**src/rtl/pkt_wr_ctrl.sv**
```systemverilog
// pkt_wr_ctrl: drains the 32-bit capture FIFO and writes each word to a host
// memory buffer through an Avalon-MM write master.
//
// Optional feature: define PKT_WR_CTRL_BYTE_SWAP_EN to byte-reverse each FIFO word
// (network order to host order) as it is loaded. The default build writes the
// FIFO word unmodified.
//
// Ports:
//   clk, reset            clock, asynchronous active-low reset
//   start, abort          transfer request (IDLE only) / early termination level
//   base_addr, len_words  destination byte address ([1:0] ignored), word count
//   fifo_out, fifo_empty  FIFO read data (valid the cycle after fifo_rdreq), empty flag
//   fifo_rdreq            FIFO read strobe
//   avm_*                 Avalon-MM write master
//   busy                  high in any state other than IDLE
//   wr_ctrl_rdy           one-cycle completion pulse
//   words_written         words accepted by the slave in the current/last transfer
// All outputs are registered.
module pkt_wr_ctrl #(
  parameter int unsigned ADDR_W = 32,
  parameter int unsigned LEN_W  = 16
) (
  input  logic              clk,
  input  logic              reset,
  input  logic              start,
  input  logic              abort,
  input  logic [ADDR_W-1:0] base_addr,
  input  logic [LEN_W-1:0]  len_words,
  input  logic [31:0]       fifo_out,
  input  logic              fifo_empty,
  output logic              fifo_rdreq,
  output logic [ADDR_W-1:0] avm_address,
  output logic              avm_write,
  output logic [31:0]       avm_writedata,
  input  logic              avm_waitrequest,
  output logic              busy,
  output logic              wr_ctrl_rdy,
  output logic [LEN_W-1:0]  words_written
);

  typedef enum logic [2:0] {
    StIdle,
    StFetch,
    StLoad,
    StWrite,
    StDone
  } state_e;

  state_e            state_q, state_d;
  logic [ADDR_W-1:0] addr_q, addr_d;
  logic [31:0]       data_q, data_d;
  logic              write_q, write_d;
  logic              rdreq_q, rdreq_d;
  logic              busy_q, busy_d;
  logic              rdy_q, rdy_d;
  logic [LEN_W-1:0]  remaining_q, remaining_d;
  logic [LEN_W-1:0]  count_q, count_d;
  logic [31:0]       load_word;

  // Low address bits are forced to zero, so they are intentionally unused.
  logic unused_base_bits;
  assign unused_base_bits = ^base_addr[1:0];

`ifdef PKT_WR_CTRL_BYTE_SWAP_EN
  assign load_word = {fifo_out[7:0], fifo_out[15:8], fifo_out[23:16], fifo_out[31:24]};
`else
  assign load_word = fifo_out;
`endif

  always_comb begin
    state_d     = state_q;
    addr_d      = addr_q;
    data_d      = data_q;
    write_d     = write_q;
    rdreq_d     = 1'b0;
    rdy_d       = 1'b0;
    remaining_d = remaining_q;
    count_d     = count_q;

    unique case (state_q)
      StIdle: begin
        if (start) begin
          addr_d      = {base_addr[ADDR_W-1:2], 2'b00};
          remaining_d = len_words;
          count_d     = '0;
          if (len_words == '0) begin
            state_d = StDone;
          end else begin
            state_d = StFetch;
            // Read strobe is registered: issue it on FETCH entry when data is
            // already waiting, so FETCH takes a single cycle.
            rdreq_d = !fifo_empty && !abort;
          end
        end
      end

      StFetch: begin
        if (rdreq_q) begin
          // Read already committed this cycle; the word must be consumed.
          state_d = StLoad;
        end else if (abort) begin
          state_d = StDone;
          rdy_d   = 1'b1;
        end else if (!fifo_empty) begin
          rdreq_d = 1'b1;
        end
      end

      StLoad: begin
        data_d  = load_word;
        write_d = 1'b1;
        state_d = StWrite;
      end

      StWrite: begin
        if (!avm_waitrequest) begin
          write_d     = 1'b0;
          addr_d      = addr_q + ADDR_W'(4);
          remaining_d = remaining_q - LEN_W'(1);
          count_d     = (count_q == {LEN_W{1'b1}}) ? count_q : count_q + LEN_W'(1);
          if ((remaining_q == LEN_W'(1)) || abort) begin
            state_d = StDone;
            rdy_d   = 1'b1;
          end else begin
            state_d = StFetch;
            rdreq_d = !fifo_empty;
          end
        end
      end

      StDone: begin
        // Zero-length transfers enter DONE without the pulse armed; emit it
        // one cycle later so it lands two cycles after start.
        if (rdy_q) begin
          state_d = StIdle;
        end else begin
          rdy_d = 1'b1;
        end
      end

      default: state_d = StIdle;
    endcase

    busy_d = (state_d != StIdle);
  end

  always_ff @(posedge clk or negedge reset) begin
    if (!reset) begin
      state_q     <= StIdle;
      addr_q      <= '0;
      data_q      <= '0;
      write_q     <= 1'b0;
      rdreq_q     <= 1'b0;
      busy_q      <= 1'b0;
      rdy_q       <= 1'b0;
      remaining_q <= '0;
      count_q     <= '0;
    end else begin
      state_q     <= state_d;
      addr_q      <= addr_d;
      data_q      <= data_d;
      write_q     <= write_d;
      rdreq_q     <= rdreq_d;
      busy_q      <= busy_d;
      rdy_q       <= rdy_d;
      remaining_q <= remaining_d;
      count_q     <= count_d;
    end
  end

  assign fifo_rdreq    = rdreq_q;
  assign avm_address   = addr_q;
  assign avm_write     = write_q;
  assign avm_writedata = data_q;
  assign busy          = busy_q;
  assign wr_ctrl_rdy   = rdy_q;
  assign words_written = count_q;

endmodule
```
**config.mk**
```make
export PLATFORM = sky130hd
export DESIGN_NAME = pkt_wr_ctrl
export DESIGN_NICKNAME = d
export VERILOG_FILES = /design/src/rtl/pkt_wr_ctrl.sv
export SDC_FILE = /design/constraint.sdc
export NUM_CORES = 1
export LEC_CHECK = 0
export ABC_CLOCK_PERIOD_IN_PS = 2500
export BUFFER_PORTS_ARGS = -buffer_cell sky130_fd_sc_hd__buf_2
export CORE_MARGIN = 1.5
export CORE_UTILIZATION = 40
export CTS_CLUSTER_SIZE = 25
export DETAILED_ROUTE_END_ITERATION = 7
export PLACE_DENSITY = 0.76
export SLEW_MARGIN = 0
export SYNTH_ARGS = -nofsm -noshare
export SYNTH_HDL_FRONTEND = slang
export SYNTH_SLANG_ARGS = --single-unit
```
**constraint.sdc**
```tcl
create_clock -name clk -period 2.5 [get_ports clk]
set_input_delay 0.25 -clock clk [delete_from_list [all_inputs] [get_ports clk]]
set_output_delay 0.25 -clock clk [all_outputs]
set_load 0.05 [all_outputs]
```
* Word level (Yosys, flattened, before mapping)
Index checks and enable logic that the tools add are counted.
** Storage, ports and cells
- Register bits :: 103
- Bits of input ports :: 86
- Output and inout bits :: 84
- Word-level logic and storage cells :: 67
** Cells by class
- $add $sub $neg :: 3
- Equal/unequal tests :: 9
- Multiplexer cells :: 34
- Reductions and logical operators :: 12
** Operators by type and width (count)
- $mux 16 :: 5
- $mux 32 :: 2
- $pmux 16 s2 :: 2
- $pmux 32 s2 :: 1
- $add 32x3->32 const B :: 1
- $mux 3 :: 7
- $add 16x1->16 const B :: 1
- $eq 16x1->1 const B :: 1
- $eq 16x16->1 const B :: 1
- $logic_not 16->1 :: 1
- $sub 16x1->16 const B :: 1
- $pmux 3 s5 :: 1
- $mux 1 :: 13
- $eq 3x2->1 const B :: 2
- $ne 2x2->1 const B :: 3
- $pmux 1 s3 :: 2
- $reduce_and 4->1 :: 1
- $reduce_bool 2->1 :: 2
- $eq 3x1->1 const B :: 1
- $eq 3x3->1 const B :: 1
- $logic_not 3->1 :: 1
- $reduce_and 3->1 :: 1
- $reduce_bool 3->1 :: 1
- $logic_not 1->1 :: 2
- other kinds (4) :: 4

* Depth between registers and ports, before layout
Gate-level depths: netlist of run 1.
- Word-level depth :: 6
- Depth in mapped cells :: 9
- Mapped depth without buffers :: 7

* Worst setup path after synthesis of run 1
No wires, ideal clock.
- Path type :: reg-to-reg
- Start :: register count_q[0] (netlist: words_written[0])
- End :: register count_q[0] (netlist: words_written[0])
- Library setup time :: 0.125 ns
- Data arrival time :: 2.175 ns
- Required time :: 2.375 ns
- Path slack :: 0.201 ns
- Stages on the path, launching flop included :: 8
- Buffers on the path :: 1
- Clock period less this slack :: 2.299 ns
- Cells stage by stage :: dfrtp_1 > ha_1 > nand2_1 > nor4_2 > buf_2 > nand2_1 > nand2_1 > mux2_2
** Between the ends
- Longest elaborated chain between the ends :: 4
- Elaborated cells on any way between the ends :: 7
- Classes of those cells :: 1 x add/sub; 2 x eq/ne; 3 x mux; 1 x reduce/logical
** RTL lines
- start, declared :: line 57 : logic [LEN_W-1:0] count_q, count_d;
- start signal, assigned :: line 167 : count_q <= count_d;
- $add 16x1->16 :: line 120 : count_d = (count_q == {LEN_W{1'b1}}) ? count_q : count_q + LEN_W'(1);
- $mux 16 :: line 120
- $mux 16 :: line 116 : if (!avm_waitrequest) begin
- $pmux 16 s2 :: line 80 : unique case (state_q)
Several ways; a longest one is shown, not always the timed one. The select of a mux whose other input is x is not followed.
A chain may end at the register's enable or synchronous reset.

* Final worst setup path of run 1
- Start :: register remaining_q[0]
- End :: register remaining_q[14]
** Between the ends
- Longest elaborated chain between the ends :: 3
** RTL lines
- start, declared :: line 56 : logic [LEN_W-1:0] remaining_q, remaining_d;
- start signal, assigned :: line 166 : remaining_q <= remaining_d;
- $sub 16x1->16 :: line 119 : remaining_d = remaining_q - LEN_W'(1);
- $mux 16 :: line 116
- $pmux 16 s2 :: line 80
Every way passes these cells. The select of a mux whose other input is x is not followed.

==> results of run 1 <==
==> metrics by stage <==
step / hold WS (ns) / area [um2] / setup WS [ns] / utilization [%] / total power [mW]
2_1_floorplan: -0.0456 / 5430 / 0.201 / - / 6.27
3_3_place_gp: 0.238 / 6500 / 0.502 / 49.1 / 7.38
3_5_place_dp: 0.241 / 6500 / 0.418 / 49.1 / 7.48
4_1_cts: 0.108 / 6790 / 0.404 / 51.3 / 8.89
5_1_grt: 0.109 / 6790 / 0.215 / 51.3 / 9.37
6_report: 0.118 / 6790 / 0.404 / 51.3 / 8.85
==> critical path, delay by kind of cell, from the launching register on <==
family                     cells  cell delay (ns)
adders and majority gates      1             0.20
AOI/OAI and AO/OA              2             0.31
and+or+nand+nor                3             0.99
DFF                            1             0.42
buffers and inverters          1             0.11
==> registers in the layout, summed over array words and instances (netlist names), 3 cells and up <==
signal and count:
avm_writedata 32, avm_address 30, remaining_q 16, words_written 16, state_q 3
==> report_power, final <==
part / switching, mW / internal (mW)
clock: 0.693 / 0.696
sequential: 0.646 / 2.30
combinational: 3.19 / 1.33
==> placed cells by master, fill, tap and decap left out, types with 13 or more instances in the layout <==
cell type / count
buf_2: 164
dfrtp_1: 101
a21oi_1: 53
nor2_1: 46
o21ai_0: 45
nand2_1: 41
mux2_2: 33
nand3_1: 24
nand4_1: 16
buf_4: 16
o22ai_1: 13
==> cell usage after synthesis, drive strengths merged (11+ instances only) <==
cell      n  area, um2
o22ai    13       81.3
buf      20        106
nor3     11       55.1
nand2    41        154
nor4     13        100
nand3    24        120
xnor2    11       96.3
nor2     48        185
dfrtp   101       2530
a21oi    53        265
o21ai    45        225
mux2     33        372
nand4    17        113
clkbuf   17       63.8
==> logic make-up after synthesis <==
logic type               after synthesis
AND/OR/NAND/NOR                      200
other                                  1
buffers and inverters                 45
flip-flops                           101
XOR/XNOR                              12
adder cells (fa/ha/maj)                4
AO/OA/AOI/OAI                        164
multiplexers                          36
==> layer usage <==
layer | GRT usage [%] | vias to the layer above
li1 | - | 2424
met1 | 26.9 | 2381
met2 | 34.3 | 159
met3 | 4.18 | 28
met4 | 6.62 | 0
met5 | 0 | -
==> final timing paths <==
path,startpoint,endpoint,slack (ns),cells past startpoint
worst max-delay path,remaining_q[0],remaining_q[14],0.40,7
worst min-delay path,fifo_out[1],avm_writedata[1],0.12,2
worst max register to register,remaining_q[0],remaining_q[14],0.40,7
worst min register to register,avm_writedata[29],avm_writedata[29],0.50,1
max in group asynchronous,reset,words_written[10],1.39,3
min in group asynchronous,reset,avm_address[3],0.39,2
==> repair_timing <==
action	CTS	global route
hold buffers	1	0
endpoints found under the hold margin	33	0
setup endpoints to repair	0	0
==> area by class of cell <==
| class | instances | area [um2] | share of cell area, % |
|---|---|---|---|
| multi-input combinational | 418 | 2720 | 40.0 |
| inverter | 8 | 30.0 | 0.442 |
| clock inverter | 7 | 60.1 | 0.884 |
| timing repair buffer | 184 | 1010 | 14.9 |
| sequential | 101 | 2530 | 37.2 |
| clock buffer | 9 | 225 | 3.32 |
| tap | 176 | 220 | 3.24 |
==> impl_results.md, run 1 <==
- Status: finished, final reports clean
- Cells after Synth: 563
- Total of max-cap violations: 0
- Filler cell count: 1259
- Peak Freq: 0.477 GHz
- First-pass iteration count of the detailed router: 5
- Initial antenna violation count: 0
- DR iter-0 viols: 384
- Final ANT Viol Nets: 0
- Met1 wire length: 6190 um
- Post-Synth Adder-Cell Area: 0.922%
- Largest family of logic cells by synthesized area: simple AND/OR/NAND/NOR gates
- Drt drc: 0
- Setup CP Type: flip-flop to flip-flop
- PwrDens: 1300 nW/um2
- Max H-tree Level: 3
- Layout Cells excl Fill: 903
- Syn. warnings: 0
- Antenna Cells: 0
- GRT overflow: 0
- Initial core utilization: 41.0%
- Slew @ Worst Pin: 0.574 ns
- Post-synthesis cell type count: 64
- Data required, critical path: 2.78 ns
- Final number of hold-violating endpoints: 0
- Drt via density: 5.53
- Clk_lat worst skew: 0.36 ns
- Final setup fails: 0
- Dpl cells: 886
- Worst-case clock buffer depth: 2
- Highest routed layer: met4
- Drt total wl: 14600 um
- IO Pins: 170
- Max incr delay on CP: 0.42 ns
- TNS Setup: 0 ns
- Count of pins over their slew limit: 0
- Seq/Total Area, Yosys: 46.6%
- Fin nets: 812
- DR WL/cell: 16.2 um
- Placer congestion estimate: 0.860
- Via count: 4992
- Main synth FF type: dfrtp_1
- Post-CTS setup buffer count: 0
- Hold WC Path Type: primary input to flip-flop
- Cell row count: 42
- Simple-gate area share of the yosys netlist: 20.4%
- CTS tree: done
- Synth Area in Compound Gates: 19.0%
- Crit path cell chain: inv_1 > ha_1 > nor3b_2 > nand4_1 > or3_1 > a21oi_1 > a2bb2oi_1
- Worst VDD drop: 648 uV
- Die Width: 120 um
- TritonCTS Buffers: 9
- Data arrival time of the worst path: 2.38 ns
- Area growth, synth to finish: 25.1%
- Max FO, Critical Path: 6
- Die area: 14300 um2
- Leakage: 3.00 nW
- CP Launch Type: flip-flop
- Syn Area/Cell: 9.64 um2
- Layout cells sized above 1: 34.7%
- CP Capture Type: flip-flop
- Post-Synth XOR/XNOR Area: 1.94%
- Metal2 WL: 7450 um
- RSZ-0062 raised after global routing: false
- Routed wl met3: 695 um
- Mux cell area share after synthesis: 7.40%
- Netlist Area Pre-Place: 5430 um2
- Largest net degree at the start of global routing: 69
- Worst clock skew: 0.00567 ns
- Die H: 120 um
- Tot GR Track Use: 20.6%
- Yosys reg bits: 101
- CTS clk-pin slew, worst paths: 0.07 ns
- Total clock sinks: 101
- First-pass GRT wire length: 23700 um
- I/O Buffers: 165
- Vias in the first global route: 4740
- CP max-delay cell: dfrtp_1
- Final HPWL from detailed placement: 10400 um
- Post_cts resized: 0
- Synth async-reset ratio: 100%
- Core Region: 13200 um2
- CTS root buffer: clkbuf_16
- Final period util: 83.8%
- Crit path time final: 2.10 ns
- Number of synthesized flops with an enable pin: 0
- Relative slew slack: 61.7%
Power figures use the tool's default switching activity.
==> run 2: changes to the inputs <==
--- a/config.mk
+++ b/config.mk
@@ -5,13 +5,13 @@
 export SDC_FILE = /design/constraint.sdc
 export NUM_CORES = 1
 export LEC_CHECK = 0
-export ABC_CLOCK_PERIOD_IN_PS = 2500
+export ABC_CLOCK_PERIOD_IN_PS = 1900
 export BUFFER_PORTS_ARGS = -buffer_cell sky130_fd_sc_hd__buf_2
 export CORE_MARGIN = 1.5
 export CORE_UTILIZATION = 40
 export CTS_CLUSTER_SIZE = 25
 export DETAILED_ROUTE_END_ITERATION = 7
-export PLACE_DENSITY = 0.76
+export PLACE_DENSITY = 0.79
 export SLEW_MARGIN = 0
 export SYNTH_ARGS = -nofsm -noshare
 export SYNTH_HDL_FRONTEND = slang
==> constraint.sdc (replaced) <==
create_clock -name clk -period 1.9 [get_ports clk]
set_input_delay 0.19 -clock clk [delete_from_list [all_inputs] [get_ports clk]]
set_output_delay 0.19 -clock clk [all_outputs]
set_load 0.05 [all_outputs]
==> run 2 against run 1 <==
Compared with the run above: combinational power grew 46%; routed wire length increased by 6.3%; cell area grew 8.2%; cell count up 4.8%; total power grew 41%; worst setup slack worse by 0.38 ns; highest routed layer unchanged.
==> impl_results.md, run 2 (same netlist as run 1, synthesis figures left out) <==
- Status: finished, final reports clean (unchanged)
- Sw frac: 49.7% (was 51.1%)
- Via count: 5300 (was 4992)
- Gate power share: 52.8% (was 51.0%)
- Fin worst setup slack: 0.0193 ns (was 0.404 ns)
- Worst-case clock buffer depth: 2 (unchanged)
- Total of max-cap violations: 0 (unchanged)
- Data arrival time of the worst path: 2.13 ns (was 2.38 ns)
- Psw: 6.19 mW (was 4.53 mW)
- Core Region: 13200 um2 (unchanged)
- CP Launch Type: flip-flop (unchanged)
- Largest net degree at the start of global routing: 44 (was 69)
- Slew @ Worst Pin: 0.613 ns (was 0.574 ns)
- Tot GR Track Use: 21.3% (was 20.6%)
- Total Power: 12.5 mW (was 8.85 mW)
- Data required, critical path: 2.14 ns (was 2.78 ns)
- Die Width: 120 um (unchanged)
- IO Pins: 170 (unchanged)
- CTS root buffer: clkbuf_16 (unchanged)
- CP Capture Type: flip-flop (unchanged)
- Layout cells sized above 1: 43.6% (was 34.7%)
- Power share of the sequential group: 31.0% (was 33.3%)
- Relative slew slack: 59.1% (was 61.7%)
- Final number of hold-violating endpoints: 0 (unchanged)
- TNS Setup: 0 ns (unchanged)
- Hold WC Path Type: primary input to flip-flop (unchanged)
- GRT overflow: 0 (unchanged)
- Reg area: 2560 um2 (was 2530 um2)
- Drt total wl: 15500 um (was 14600 um)
- Final HPWL from detailed placement: 11100 um (was 10400 um)
- Total clock sinks: 101 (unchanged)
- Worst clock skew: 0.00762 ns (was 0.00567 ns)
- Cell row count: 42 (unchanged)
- Max H-tree Level: 3 (unchanged)
- Vias in the first global route: 4875 (was 4740)
- Setup slack at placement: -0.00993 ns (was 0.418 ns)
- Drt via density: 5.60 (was 5.53)
- First-pass iteration count of the detailed router: 5 (unchanged)
- Commonest non-fill, non-tap cells in the layout: 164 x buf_2, 75 x dfrtp_1, 54 x buf_4, 53 x a21oi_1, 45 x o21ai_0 (was 164 x buf_2, 101 x dfrtp_1, 53 x a21oi_1, 46 x nor2_1, 45 x o21ai_0)
- Area growth, synth to finish: 35.4% (was 25.1%)
- PwrDens: 1700 nW/um2 (was 1300 nW/um2)
- Drt drc: 0 (unchanged)
- Pint: 6.27 mW (was 4.32 mW)
- CTS tree: done (unchanged)
- RSZ-0062 raised after global routing: true (was false)
- Leakage: 3.24 nW (was 3.00 nW)
- Clk_lat worst skew: 0.36 ns (about the same)
- Worst VDD drop: 874 uV (was 648 uV)
- Crit path time final: 1.88 ns (was 2.10 ns)
- Area occupied by multi-input gates: 2830 um2 (was 2720 um2)
- R2R Setup Slk: 0.02 ns (was 0.40 ns)
- Final period util: 99.0% (was 83.8%)
- Die H: 120 um (unchanged)
- Fin nets: 855 (was 812)
- Antenna Cells: 0 (unchanged)
- Peak Freq: 0.532 GHz (was 0.477 GHz)
- Initial antenna violation count: 0 (unchanged)
- CTS clk-pin slew, worst paths: 0.08 ns (was 0.07 ns)
- Count of pins over their slew limit: 0 (unchanged)
- Final ANT Viol Nets: 0 (unchanged)
- Die area: 14300 um2 (unchanged)
- TritonCTS Buffers: 9 (unchanged)
- I/O Buffers: 165 (unchanged)
- Placer congestion estimate: 0.814 (was 0.860)
- DR iter-0 viols: 364 (was 384)
- Setup CP Type: flip-flop to flip-flop (unchanged)
- First-pass GRT wire length: 24400 um (was 23700 um)
- Clk pwr share: 16.1% (was 15.7%)
- Commonest non-fill, non-tap cell in the layout: buf_2 (unchanged)
- Largest register FFs: 32 (unchanged)
- Initial core utilization: 41.0% (unchanged)
- Filler cell count: 1214 (was 1259)
- Max FO, Critical Path: 5 (was 6)
- Final setup fails: 0 (unchanged)
- DR WL/cell: 16.4 um (was 16.2 um)
run 2: path summary, 6_finish.rpt:
path	depth (start not counted)	from	to
min reg2reg	1	avm_writedata[10]	avm_writedata[10]
min in group asynchronous	2	reset	words_written[8]
max	7	state_q[2]	words_written[11]
max in group asynchronous	3	reset	avm_writedata[15]
min	2	fifo_out[19]	avm_writedata[19]
max reg2reg	7	state_q[2]	words_written[11]
run 2: metal layers:
metal	share of wire, %	track usage, %	wire length [um]	vias to the layer above
met4	2.4	8.63	380	0
li1	-	-	-	2522
met5	0	0	0	-
met1	43	28.2	6760	2582
met3	4.0	2.80	618	29
met2	50	35.6	7790	167
run 2: per-stage QoR:
stage	util [%]	hold slack [ns]	cells	cell area [um2]
6_report	55.5	0.0620	946	7350
5_1_grt	55.5	0.0523	946	7350
4_1_cts	54.3	0.0452	935	7190
3_5_place_dp	51.7	0.240	918	6840
3_3_place_gp	51.7	0.241	918	6840
2_1_floorplan	-	-0.106	564	5500
run 2: final cells by class:
type | instances | area share (%)
Clock buffer | 9 | 3.06
Clock inverter | 7 | 1.36
Tap cell | 176 | 3.00
Multi-Input combinational cell | 418 | 38.6
Timing Repair Buffer | 227 | 18.8
Inverter | 8 | 0.409
Sequential cell | 101 | 34.8
run 2: critical path, stage by stage (launching register included):
cell       delay (ns)
dfrtp_1          0.42
nor4b_4          0.35
buf_6            0.18
o211ai_1         0.17
buf_4            0.20
a2111oi_4        0.22
xnor2_1          0.17
nor2_1           0.07
run 2: repair_timing:
action	in CTS	in global routing
setup endpoints to repair	2	33
pin swaps	2	11
gates resized for setup	2	19
buffers inserted	0	10
gates cloned	0	1
hold endpoints to repair	40	0
hold buffers	1	0
run 2: power groups by stage:
| stage | clock (mW) | sequential (mW) | combinational, mW |
|---|---|---|---|
| 2_1_floorplan | 0 | 6.18 | 2.14 |
| 3_3_place_gp | 0 | 3.81 | 6.26 |
| 3_5_place_dp | 0 | 3.87 | 6.37 |
| 4_1_cts | 2.06 | 3.83 | 6.41 |
| 5_1_grt | 2.15 | 4.00 | 7.00 |
| 6_report | 2.01 | 3.87 | 6.58 |
==> run 3: changes to the inputs <==
--- a/config.mk
+++ b/config.mk
@@ -11,7 +11,8 @@
 export CORE_UTILIZATION = 40
 export CTS_CLUSTER_SIZE = 25
 export DETAILED_ROUTE_END_ITERATION = 7
-export PLACE_DENSITY = 0.79
+export PLACE_DENSITY = 0.67
+export REMOVE_ABC_BUFFERS = 1
 export SLEW_MARGIN = 0
 export SYNTH_ARGS = -nofsm -noshare
 export SYNTH_HDL_FRONTEND = slang
==> run 3 against run 2 <==
Compared with the run above: via count decreased by 0.38%; cell count up 0.74%; critical path depth unchanged; core utilization down 0.23 points; die area did not move; worst setup slack better by 0.0013 ns; cell area shrank 0.41%; clock power decreased by 4%.
==> impl_results.md, run 3 (same netlist as run 1, synthesis figures left out) <==
- Status: finished, final reports clean (unchanged)
- Largest register FFs: 32 (unchanged)
- Largest net degree at the start of global routing: 47 (was 44)
- CTS clk-pin slew, worst paths: 0.07 ns (was 0.08 ns)
- Total of max-cap violations: 0 (unchanged)
- Final HPWL from detailed placement: 11400 um (was 11100 um)
- Area growth, synth to finish: 34.8% (was 35.4%)
- Drt total wl: 15700 um (was 15500 um)
- Gate power share: 53.5% (was 52.8%)
- Worst hold path endpoint: avm_writedata[7] (was avm_writedata[19])
- TritonCTS Buffers: 9 (unchanged)
- DR iter-0 viols: 397 (was 364)
- Hold WS: 0.0709 ns (was 0.0620 ns)
- Peak Freq: 0.532 GHz (about the same)
- Placer congestion estimate: 0.917 (was 0.814)
- Initial antenna violation count: 0 (unchanged)
- Vias in the first global route: 5206 (was 4875)
- Filler cell count: 1209 (was 1214)
- GRT overflow: 0 (unchanged)
- Util after Layout: 55.3% (was 55.5%)
- Drt drc: 0 (unchanged)
- Count of pins over their slew limit: 0 (unchanged)
- Drt via density: 5.54 (was 5.60)
- Total clock sinks: 101 (unchanged)
- First-pass GRT wire length: 25400 um (was 24400 um)
- Die H: 120 um (unchanged)
- PwrDens: 1700 nW/um2 (about the same)
- Reg2reg start: remaining_q[0] (was state_q[2])
- CTS tree: done (unchanged)
- Antenna Cells: 0 (unchanged)
- Crit path time final: 1.88 ns (about the same)
- Commonest non-fill, non-tap cells in the layout: 165 x buf_2, 100 x dfrtp_1, 60 x buf_4, 52 x a21oi_1, 46 x nor2_1 (was 164 x buf_2, 75 x dfrtp_1, 54 x buf_4, 53 x a21oi_1, 45 x o21ai_0)
- Pint: 6.29 mW (was 6.27 mW)
- Sw frac: 49.4% (was 49.7%)
- CTS root buffer: clkbuf_16 (unchanged)
- First-pass iteration count of the detailed router: 4 (was 5)
- Max FO, Critical Path: 4 (was 5)
- Worst r2r path cells: 7 (unchanged)
- Data required, critical path: 2.18 ns (was 2.14 ns)
- CP Capture Type: flip-flop (unchanged)
- Fin worst setup slack: 0.0206 ns (was 0.0193 ns)
- CP max-delay cell: dfrtp_1 (unchanged)
- Core Region: 13200 um2 (unchanged)
- Fin nets: 862 (was 855)
- Psw: 6.14 mW (was 6.19 mW)
- Setup CP Type: flip-flop to flip-flop (unchanged)
- Crit Reg-Reg Endpoint: remaining_q[14] (was words_written[11])
- Cell row count: 42 (unchanged)
- Final setup fails: 0 (unchanged)
- Initial core utilization: 41.0% (unchanged)
- Via count: 5280 (was 5300)
- Final period util: 98.9% (was 99.0%)
- Final ANT Viol Nets: 0 (unchanged)
- RSZ-0062 raised after global routing: true (unchanged)
- Final number of hold-violating endpoints: 0 (unchanged)
- Die area: 14300 um2 (unchanged)
- Leakage: 3.30 nW (was 3.24 nW)
- Clk pwr share: 15.5% (was 16.1%)
- CP Launch Type: flip-flop (unchanged)
- Worst-case clock buffer depth: 2 (unchanged)
- Worst clock skew: 0.00545 ns (was 0.00762 ns)
- I/O Buffers: 165 (unchanged)
- Max incr delay on CP: 0.43 ns (was 0.42 ns)
- Hold WC Path Type: primary input to flip-flop (unchanged)
- DR WL/cell: 16.5 um (was 16.4 um)
- Power share of the sequential group: 30.9% (was 31.0%)
- IO Pins: 170 (unchanged)
- Max H-tree Level: 3 (unchanged)
- Worst VDD drop: 941 uV (was 874 uV)
- HP Start: fifo_out[7] (was fifo_out[19])
- Tot GR Track Use: 22.1% (was 21.3%)
- Commonest non-fill, non-tap cell in the layout: buf_2 (unchanged)
- Crit path cell chain: inv_2 > ha_2 > nor3b_4 > nand4_1 > or3_1 > a21oi_1 > a2bb2oi_2 (was nor4b_4 > buf_6 > o211ai_1 > buf_4 > a2111oi_4 > xnor2_1 > nor2_1)
- Setup slack at placement: 0.00163 ns (was -0.00993 ns)
- Hold path depth: 2 (unchanged)
- Die Width: 120 um (unchanged)
- R2R Setup Slk: 0.02 ns (about the same)
- Data arrival time of the worst path: 2.16 ns (was 2.13 ns)
- Clk_lat worst skew: 0.35 ns (was 0.36 ns)
- Layout cells sized above 1: 40.8% (was 43.6%)
run 3: cell types whose count changed in the layout (fill, tap and decap cells not counted), moves of 4 or more:
cell / previous run / this run
dfrtp_1: 75 / 100
dfrtp_2: 26 / 1
buf_4: 54 / 60
inv_8: 4 / 0
run 3: worst max-delay path: cells and delay by family (launching register included):
family                     cells  cell delay (ns)
adders and majority gates      1             0.19
and+or+nand+nor                3             0.76
AOI/OAI and AO/OA              2             0.35
buffers and inverters          1             0.09
DFF                            1             0.43
run 3: layout make-up:
| cell class | count | area [um2] | area share, % |
|---|---|---|---|
| Multi-Input combinational cell | 418 | 2790 | 38.2 |
| Sequential cell | 101 | 2530 | 34.6 |
| Tap cell | 176 | 220 | 3.01 |
| Timing Repair Buffer | 234 | 1440 | 19.6 |
| Clock inverter | 6 | 68.8 | 0.940 |
| Inverter | 8 | 30.0 | 0.410 |
| Clock buffer | 10 | 239 | 3.27 |
run 3: worst max-delay path by stage:
stage                        start           endpoint  depth (start not counted)
global route        remaining_q[0]    remaining_q[14]                          7
floorplan               state_q[2]    avm_address[11]                          4
detailed placement  remaining_q[0]    remaining_q[10]                          7
finish              remaining_q[0]    remaining_q[14]                          7
global placement        state_q[1]  words_written[11]                          6
CTS                     state_q[1]  words_written[11]                          6
run 3: routing by layer:
layer  up-vias  part of all wire (%)  global-route usage (%)
met5         -                     0                       0
met4         0                   2.4                    8.11
met3        33                   5.5                    5.04
met2       160                    49                    36.5
met1      2568                    44                    28.6
li1       2519                     -                       -
run 3: stage by stage:
step           instance area, um2  total power, mW  instances  TNS (ns)
2_1_floorplan                5260             8.13        527    -47.45
3_3_place_gp                 6850             10.1        927         0
3_5_place_dp                 6850             10.3        927         0
4_1_cts                      7170             12.3        944         0
5_1_grt                      7320             13.1        953    -0.151
6_report                     7320             12.4        953         0
run 3: power groups by stage:
stage	Clock (mW)	Sequential, mW	Combinational [mW]
after floorplan	0	6.18	1.94
after global placement	0	3.78	6.36
after detailed placement	0	3.84	6.48
after CTS	1.99	3.82	6.51
after global routing	2.04	3.96	7.10
final	1.93	3.84	6.65
run 3: what timing repair did:
item                       in CTS  in global routing
hold endpoints to repair       14                  0
buffers inserted                0                  8
setup endpoints to repair       3                 35
resized for setup               1                 20
pin swaps                       1                 10
hold buffers                    1                  0
gates cloned                    0                  1
